File: src/rtl/alu_rs_pkg.sv
// Shared definitions for the ALU reservation station: opcodes (shared with the ALU),
// ROB tag width, entry/operand records and the CDB snoop helper.
package alu_rs_pkg;
  localparam int ROB_TAG_W        = 5;
  localparam int RS_DEPTH_DEFAULT = 8;
  localparam int OP_W             = 7;

  localparam logic [OP_W-1:0] OP_NOP   = 7'd0;
  localparam logic [OP_W-1:0] OP_ADD   = 7'd1;
  localparam logic [OP_W-1:0] OP_SUB   = 7'd2;
  localparam logic [OP_W-1:0] OP_AND   = 7'd3;
  localparam logic [OP_W-1:0] OP_OR    = 7'd4;
  localparam logic [OP_W-1:0] OP_XOR   = 7'd5;
  localparam logic [OP_W-1:0] OP_SLL   = 7'd6;
  localparam logic [OP_W-1:0] OP_SRL   = 7'd7;
  localparam logic [OP_W-1:0] OP_SRA   = 7'd8;
  localparam logic [OP_W-1:0] OP_SLT   = 7'd9;
  localparam logic [OP_W-1:0] OP_SLTU  = 7'd10;
  localparam logic [OP_W-1:0] OP_ADDI  = 7'd11;
  localparam logic [OP_W-1:0] OP_BEQ   = 7'd12;
  localparam logic [OP_W-1:0] OP_BNE   = 7'd13;
  localparam logic [OP_W-1:0] OP_JAL   = 7'd14;
  localparam logic [OP_W-1:0] OP_JALR  = 7'd15;
  localparam logic [OP_W-1:0] OP_AUIPC = 7'd16;
  localparam logic [OP_W-1:0] OP_LUI   = 7'd17;

  typedef struct packed {
    logic                 qv;
    logic [ROB_TAG_W-1:0] q;
    logic [31:0]          v;
  } operand_t;

  typedef struct packed {
    logic [OP_W-1:0]      op;
    operand_t             oi;
    operand_t             oj;
    logic [31:0]          imm;
    logic [31:0]          pc;
    logic [ROB_TAG_W-1:0] rob;
  } ent_t;

  // The ALU port takes priority when both ports carry the same tag.
  function automatic operand_t snoop(input operand_t o,
                                     input logic av, input logic [ROB_TAG_W-1:0] at,
                                     input logic [31:0] ad,
                                     input logic lv, input logic [ROB_TAG_W-1:0] lt,
                                     input logic [31:0] ld);
    operand_t r;
    r = o;
    if (o.qv && av && o.q == at) begin
      r.qv = 1'b0;
      r.v  = ad;
    end else if (o.qv && lv && o.q == lt) begin
      r.qv = 1'b0;
      r.v  = ld;
    end
    return r;
  endfunction
endpackage

File: src/rtl/alu_rs_select.sv
// Combinational picker: grants the requester with no older requester, where
// older_i[j][k] means k is older than j. A lower-triangular matrix gives lowest-index.
module alu_rs_select #(
  parameter int N = 8
) (
  input  logic [N-1:0]         req_i,
  input  logic [N-1:0][N-1:0]  older_i,
  output logic                 vld_o,
  output logic [$clog2(N)-1:0] idx_o
);
  logic [N-1:0] gnt;

  always_comb begin
    gnt   = '0;
    idx_o = '0;
    for (int j = 0; j < N; j++) begin
      gnt[j] = req_i[j] & ~|(req_i & older_i[j]);
      if (gnt[j]) idx_o = idx_o | ($clog2(N))'(j);
    end
  end

  assign vld_o = |req_i;
endmodule

File: src/rtl/alu_rs.sv
// ALU reservation station: buffers issued ops, snoops both CDB ports, dispatches one
// ready op per cycle. ALU_RS_OLDEST_FIRST_EN selects age-ordered dispatch.
module alu_rs
  import alu_rs_pkg::*;
#(
  parameter int RS_DEPTH = RS_DEPTH_DEFAULT
) (
  input  logic                 clk_in,
  input  logic                 rst_in,
  input  logic                 rdy_in,
  input  logic                 flush_in,
  input  logic                 in_valid,
  input  logic [OP_W-1:0]      in_op,
  input  logic [31:0]          in_vi,
  input  logic [31:0]          in_vj,
  input  logic                 in_qi_valid,
  input  logic                 in_qj_valid,
  input  logic [ROB_TAG_W-1:0] in_qi,
  input  logic [ROB_TAG_W-1:0] in_qj,
  input  logic [31:0]          in_imm,
  input  logic [31:0]          in_pc,
  input  logic [ROB_TAG_W-1:0] in_rob,
  output logic                 full_out,
  input  logic                 cdb_alu_valid,
  input  logic [ROB_TAG_W-1:0] cdb_alu_rob,
  input  logic [31:0]          cdb_alu_val,
  input  logic                 cdb_lsb_valid,
  input  logic [ROB_TAG_W-1:0] cdb_lsb_rob,
  input  logic [31:0]          cdb_lsb_val,
  output logic [OP_W-1:0]      alu_op,
  output logic [31:0]          alu_vi,
  output logic [31:0]          alu_vj,
  output logic [31:0]          alu_imm,
  output logic [31:0]          alu_pc,
  output logic [ROB_TAG_W-1:0] alu_rd
);
  localparam int IW = $clog2(RS_DEPTH);

  logic [RS_DEPTH-1:0]               busy_q, busy_d, ready;
  ent_t                              ent_q [RS_DEPTH];
  ent_t                              ent_d [RS_DEPTH];
  ent_t                              disp;
  logic                              free_vld, disp_vld, alloc;
  logic [IW-1:0]                     free_idx, disp_idx;
  logic [RS_DEPTH-1:0][RS_DEPTH-1:0] lower_tri, pick_age;

  logic [OP_W-1:0]      op_q, op_d;
  logic [31:0]          vi_q, vi_d, vj_q, vj_d, imm_q, imm_d, pc_q, pc_d;
  logic [ROB_TAG_W-1:0] rd_q, rd_d;

  always_comb begin
    lower_tri = '0;
    ready     = '0;
    for (int r = 0; r < RS_DEPTH; r++) begin
      ready[r] = busy_q[r] & ~ent_q[r].oi.qv & ~ent_q[r].oj.qv;
      for (int c = 0; c < RS_DEPTH; c++) lower_tri[r][c] = (c < r);
    end
  end

  assign full_out = &busy_q;
  assign alloc    = in_valid & free_vld & ~flush_in;

  alu_rs_select #(.N(RS_DEPTH)) u_free (
    .req_i(~busy_q), .older_i(lower_tri), .vld_o(free_vld), .idx_o(free_idx)
  );
  alu_rs_select #(.N(RS_DEPTH)) u_disp (
    .req_i(ready), .older_i(pick_age), .vld_o(disp_vld), .idx_o(disp_idx)
  );

`ifdef ALU_RS_OLDEST_FIRST_EN
  logic [RS_DEPTH-1:0][RS_DEPTH-1:0] age_q, age_d;

  // Column clear drops stale "older" bits left by a previous occupant of the slot.
  always_comb begin
    age_d = age_q;
    if (alloc) begin
      for (int r = 0; r < RS_DEPTH; r++) age_d[r][free_idx] = 1'b0;
      age_d[free_idx] = busy_q;
    end
  end

  always_ff @(posedge clk_in or posedge rst_in)
    if (rst_in)      age_q <= '0;
    else if (rdy_in) age_q <= age_d;

  assign pick_age = age_q;
`else
  assign pick_age = lower_tri;
`endif

  always_comb begin
    busy_d = busy_q;
    ent_d  = ent_q;
    disp   = ent_q[disp_idx];
    op_d   = '0;
    vi_d   = vi_q;
    vj_d   = vj_q;
    imm_d  = imm_q;
    pc_d   = pc_q;
    rd_d   = rd_q;
    for (int i = 0; i < RS_DEPTH; i++) begin
      ent_d[i].oi = snoop(ent_q[i].oi, cdb_alu_valid, cdb_alu_rob, cdb_alu_val,
                          cdb_lsb_valid, cdb_lsb_rob, cdb_lsb_val);
      ent_d[i].oj = snoop(ent_q[i].oj, cdb_alu_valid, cdb_alu_rob, cdb_alu_val,
                          cdb_lsb_valid, cdb_lsb_rob, cdb_lsb_val);
    end
    if (disp_vld && !flush_in) begin
      busy_d[disp_idx] = 1'b0;
      op_d  = disp.op;
      vi_d  = disp.oi.v;
      vj_d  = disp.oj.v;
      imm_d = disp.imm;
      pc_d  = disp.pc;
      rd_d  = disp.rob;
    end
    if (alloc) begin
      busy_d[free_idx]    = 1'b1;
      ent_d[free_idx].op  = in_op;
      ent_d[free_idx].oi  = snoop('{qv: in_qi_valid, q: in_qi, v: in_vi},
                                  cdb_alu_valid, cdb_alu_rob, cdb_alu_val,
                                  cdb_lsb_valid, cdb_lsb_rob, cdb_lsb_val);
      ent_d[free_idx].oj  = snoop('{qv: in_qj_valid, q: in_qj, v: in_vj},
                                  cdb_alu_valid, cdb_alu_rob, cdb_alu_val,
                                  cdb_lsb_valid, cdb_lsb_rob, cdb_lsb_val);
      ent_d[free_idx].imm = in_imm;
      ent_d[free_idx].pc  = in_pc;
      ent_d[free_idx].rob = in_rob;
    end
    if (flush_in) busy_d = '0;
  end

  always_ff @(posedge clk_in or posedge rst_in) begin
    if (rst_in) begin
      busy_q <= '0;
      for (int i = 0; i < RS_DEPTH; i++) ent_q[i] <= '0;
      op_q   <= '0;
      vi_q   <= '0;
      vj_q   <= '0;
      imm_q  <= '0;
      pc_q   <= '0;
      rd_q   <= '0;
    end else if (rdy_in) begin
      busy_q <= busy_d;
      ent_q  <= ent_d;
      op_q   <= op_d;
      vi_q   <= vi_d;
      vj_q   <= vj_d;
      imm_q  <= imm_d;
      pc_q   <= pc_d;
      rd_q   <= rd_d;
    end
  end

  assign alu_op  = op_q;
  assign alu_vi  = vi_q;
  assign alu_vj  = vj_q;
  assign alu_imm = imm_q;
  assign alu_pc  = pc_q;
  assign alu_rd  = rd_q;
endmodule
File: config.mk
export PLATFORM = sky130hd
export DESIGN_NAME = alu_rs
export DESIGN_NICKNAME = d
export VERILOG_FILES = /design/src/rtl/alu_rs_pkg.sv /design/src/rtl/alu_rs_select.sv /design/src/rtl/alu_rs.sv
export SDC_FILE = /design/constraint.sdc
export NUM_CORES = 2
export LEC_CHECK = 0
export CELL_PAD_IN_SITES_DETAIL_PLACEMENT = 1
export CELL_PAD_IN_SITES_GLOBAL_PLACEMENT = 1
export CORE_MARGIN = 2
export CORE_UTILIZATION = 51
export DETAILED_ROUTE_END_ITERATION = 8
export PLACE_DENSITY = 0.8
export SETUP_SLACK_MARGIN = 0.5
export SKIP_CTS_REPAIR_TIMING = 1
export SYNTH_ARGS = -nofsm -noshare
export SYNTH_HDL_FRONTEND = slang
export SYNTH_SLANG_ARGS = --single-unit
File: constraint.sdc
create_clock -name clk_in -period 67.5 [get_ports clk_in]
set_input_delay 6.75 -clock clk_in [delete_from_list [all_inputs] [get_ports clk_in]]
set_output_delay 6.75 -clock clk_in [all_outputs]
set_load 0.005 [all_outputs]
Word level (Yosys, flattened, before mapping):

Index checks and enable logic that the tools add are counted.

* order comparisons: 7
* equal/unequal tests: 36
* multiplexer cells: 120
* bitwise gates (word level): 55
* reduce and logical (&&, ||, !) cells: 108

Operator list (count)
* $bwmux W1216: 6
* $demux W152 S3: 6
* $mux W32: 38
* $mux W1209: 1
* $bmux W152 S3: 1
* $mux W152: 3
* $eq A5 B5 Y1: 36
* $mux W145: 1
* $mux W107: 1
* $logic_and A1 B1 Y1: 76
* $mux W69: 1
* $mux W1: 42
* $mux W37: 1
* $and A1 B1 Y1: 32
* $mux W3: 8
* $mux W8: 3
* $not A1 Y1: 17
* $not A8 Y8: 2
* $reduce_or A8 Y1: 2
* $logic_not A1 Y1: 15
* $reduce_or A7 Y1: 2
* $reduce_or A6 Y1: 2
* $reduce_or A5 Y1: 2
* $and A8 B8 Y8: 1
* other kinds (15): 27

* bits in registers: 1364
* bits of input ports: 233
* output and inout bits: 141
* logic and storage cells: 413

Depth between registers and ports, before layout:

* depth after elaboration: 22
* depth in mapped cells: 12
* gate-level depth less buffers: 7

Cells and area by module:

From an unflattened synthesis, not the netlist that was laid out.

* cell total of the unflattened synthesis: 7924
* area, all modules: 76168.1 um^2

By module, submodules not included
* alu_rs: instances 1, cells an instance 7812, area each 75384.8 um^2, sequential area each 34132.7 um^2
* alu_rs_select: instances 2, cells an instance 56, area each 391.6 um^2, sequential area each 0.0 um^2

Worst setup path before layout:

No wires, ideal clock.

* path type: input-to-reg
* start: input port cdb_lsb_rob[4]
* end: register ent_q[534] in the netlist's numbering
* setup time: 0.077 ns
* arrival: 8.628 ns
* required time: 67.423 ns
* slack: 58.794 ns
* stages: 9
* path buffers: 2
* path through: buf_4 xor2_1 nor4_1 nand4_1 buf_4 mux2i_1 a21oi_1 mux2i_1 a21oi_1

* longest elaborated chain between the ends: 11
* elaborated cells between the ends (all ways): 16
* those cells by class: eq/ne: 2; mux: 12; reduce/logical: 2

Ends and longest elaborated chain
* start: declaration: line alu_rs.sv:28 `input logic [ROB_TAG_W-1:0] cdb_lsb_rob,`
* $eq A5 B5 Y1: line alu_rs_pkg.sv:53 `end else if (o.qv && lv && o.q == lt) begin`
* $logic_and A1 B1 Y1: line alu_rs_pkg.sv:53
* $mux W32: line alu_rs_pkg.sv:53
* $mux W32: line alu_rs_pkg.sv:50 `if (o.qv && av && o.q == at) begin`
* $bwmux W1216: line alu_rs.sv:118 `ent_d[free_idx].op = in_op;`
* $bwmux W1216: line alu_rs.sv:119 `ent_d[free_idx].oi = snoop('{qv: in_qi_valid, q: in_qi, v: in_vi},`
* $bwmux W1216: line alu_rs.sv:122 `ent_d[free_idx].oj = snoop('{qv: in_qj_valid, q: in_qj, v: in_vj},`
* $bwmux W1216: line alu_rs.sv:125 `ent_d[free_idx].imm = in_imm;`
* $bwmux W1216: line alu_rs.sv:126 `ent_d[free_idx].pc = in_pc;`
* $bwmux W1216: line alu_rs.sv:127 `ent_d[free_idx].rob = in_rob;`
* $mux W1209 (*): line alu_rs.sv:116 `if (alloc) begin`
* end signal: assignment: line alu_rs.sv:144 `ent_q <= ent_d;`
* end: declaration: line alu_rs.sv:40 `ent_t ent_q [RS_DEPTH];`

Every way passes the cells marked *; elsewhere a longest branch is shown, timed or not. The select of a mux whose other input is x is not followed.
A chain may end at the register's enable or synchronous reset.

==> results.ini <==
[layout]
mostFrequentLayoutCells=dfrtp_1, mux2i_1, a21oi_1
postLayoutCellArea_um2=86300
nFillCells=16000
num-nets-final=7855
layout_commonest_cell=dfrtp_1
area_growth_pct=12.1
drive_above_1_share=0.131

[min_path]
hold_class=flip-flop to flip-flop

[route]
viasPerCell=6.72
first_iter_violations=5781
route.detailed.drc=0
wl_um=292000
first_pass_iters=5
vias=65700
wl_per_cell_um=29.9
drtAntennaViolNets=0

[clock_tree]
cts_tree=built
clkTransAtPathRegs_ns=0.06
cts-root-buf=clkbuf_16
clk_latency_ns=0.83
cts_max_path_buffers=3
h-tree-depth=4
numCtsBuffers=153
clock_sinks=1364

[synth]
seq_area_frac_synth=0.444
yosys.cell_types.count=53
synth_area_leader_cell=dfrtp_1
synth_top_area_frac=0.444
synth_edf_count=0
syn_area_um2=77000
ys_seq_elements=1364
synth_nets=7970
synth-async-reset-ratio=1.00
postSynthAreaPerCell_um2=9.95
synth_top_flop_cell=dfrtp_1
synthTopCellsByArea=dfrtp_1, mux2i_1, mux2_2
synth_warnings=0
synth_cells=7737

[timing]
slew-limit-headroom=0.0689
finalClockSkew_ns=0.0419
fin_crit_ns=10.37
rsz0062_at_grt=no
fmax_ghz=0.0964
setup_violations=0
finalSetupTns_ns=0
hold_viol=0
tightest_slew_ns=1.40
maxSlewViolCount=0
fin_crit_sh=0.154

[grt]
grt_pass1_wl_um=440000
grt_usage=0.373
grt_overflow_total=0
grt_start_max_net_pins=257
antenna_found_initial=41
grt_pass1_vias=70400

[worst_setup_path]
crit_type=input pin to flip-flop
arrival_ns=11.04
critPathCaptureType=flip-flop
crit_required_ns=68.17
cp-start-kind=input pin
critPathMaxFanout=64

[floorplan]
die_w_um=392
row_count=142
dieHeight_um=392
io_pins=374
die-area_um2=154000
core-area_um2=150000
start_util=0.514

[power]
powerDensity_nw_per_um2=30.7
p_total_mw=2.65
peakVddDrop_mv=0.0250
leakage_nw=43.0

[job]
cap_violations=0

[place]
placed_area_um2=81000
hpwl_um=155000
gp_congestion=0.832
port_buffers=373

[outcome]
status=completed

==> path summary, 6_finish.rpt <==
path | cells past startpoint | endpoint | slack (ns) | start
worst max-delay path | 8 | flip-flop | 57.13 | flush_in
worst min-delay path | 2 | flip-flop | 0.48 | flip-flop
worst max register to register | 10 | alu_imm[4] | 62.61 | busy_q[0]
worst min register to register | 2 | flip-flop | 0.48 | flip-flop
max in group asynchronous | 5 | alu_pc[15] | 57.51 | rst_in
min in group asynchronous | 2 | ent_q[279] | 6.49 | rst_in
==> through the flow <==
step | util | worst slack (ns) | hold slack [ns] | std cells
after floorplan | - | 22.29 | 0.440 | 7737
after global placement | 0.540 | 56.62 | 0.454 | 9483
after detailed placement | 0.540 | 56.44 | 0.460 | 9483
after CTS | 0.576 | 57.27 | 0.479 | 9756
after global routing | 0.576 | 56.99 | 0.493 | 9765
final | 0.576 | 57.13 | 0.476 | 9769
==> power breakdown <==
group	total [mW]	switching (mW)	internal, mW
sequential	1.13	0.145	0.983
combinational	0.636	0.319	0.317
clock	0.887	0.376	0.511
==> cell families after synthesis <==
group                     Yosys count  share of synthesized area
and+or+nand+nor                  1428                     0.0740
xor gates and xnor gates          180                     0.0205
buffers and inverters             886                     0.0527
muxes                            1802                      0.245
AOI/OAI and AO/OA                2077                      0.165
DFF                              1364                      0.444
==> metal layers <==
metal / wire, um / track usage / vias up
met3: 25100 / 0.0889 / 895
met5: 354 / 0 / -
met1: 115000 / 0.468 / 34200
li1: - / - / 27600
met4: 14000 / 0.184 / 54
met2: 137000 / 0.604 / 2920
==> final cells by class <==
type                       count  area, um2  share of cell area
multi-input combinational   5487      38900               0.451
clock buffer                 229       4490              0.0520
tap                         2016       2520              0.0292
clock inverter                44        816             0.00945
antenna                       13       32.5            0.000377
timing repair buffer         530       5020              0.0581
inverter                      86        338             0.00392
sequential                  1364      34100               0.396
==> critical path, cell delays in order <==
cell	delay [ns]
clkdlybuf4s50_1	0.66
nand2b_1	0.35
nor2_1	0.33
o2111ai_1	0.36
inv_4	0.79
nand2_4	0.62
buf_4	0.64
mux2_2	0.40
==> synthesized netlist by cell type (6+ instances only) <==
library cell     n
nor2_1        1035
o22a_1         133
nor4_1          36
mux2_2         593
inv_1           86
a21oi_1       1154
dfrtp_1       1364
nand4_1         40
o221ai_1       139
buf_1          122
o21ai_0         71
mux2i_1       1176
a211oi_1       384
buf_2          113
clkbuf_1       466
buf_4           61
xor2_1         144
buf_8           20
nand3_1          7
mux2_1          33
nand2_1        281
xnor2_1         36
o2bb2ai_1        6
o22ai_1        155
buf_6           18
a31oi_1         20
Note: power is estimated with default switching activity, not from simulation.
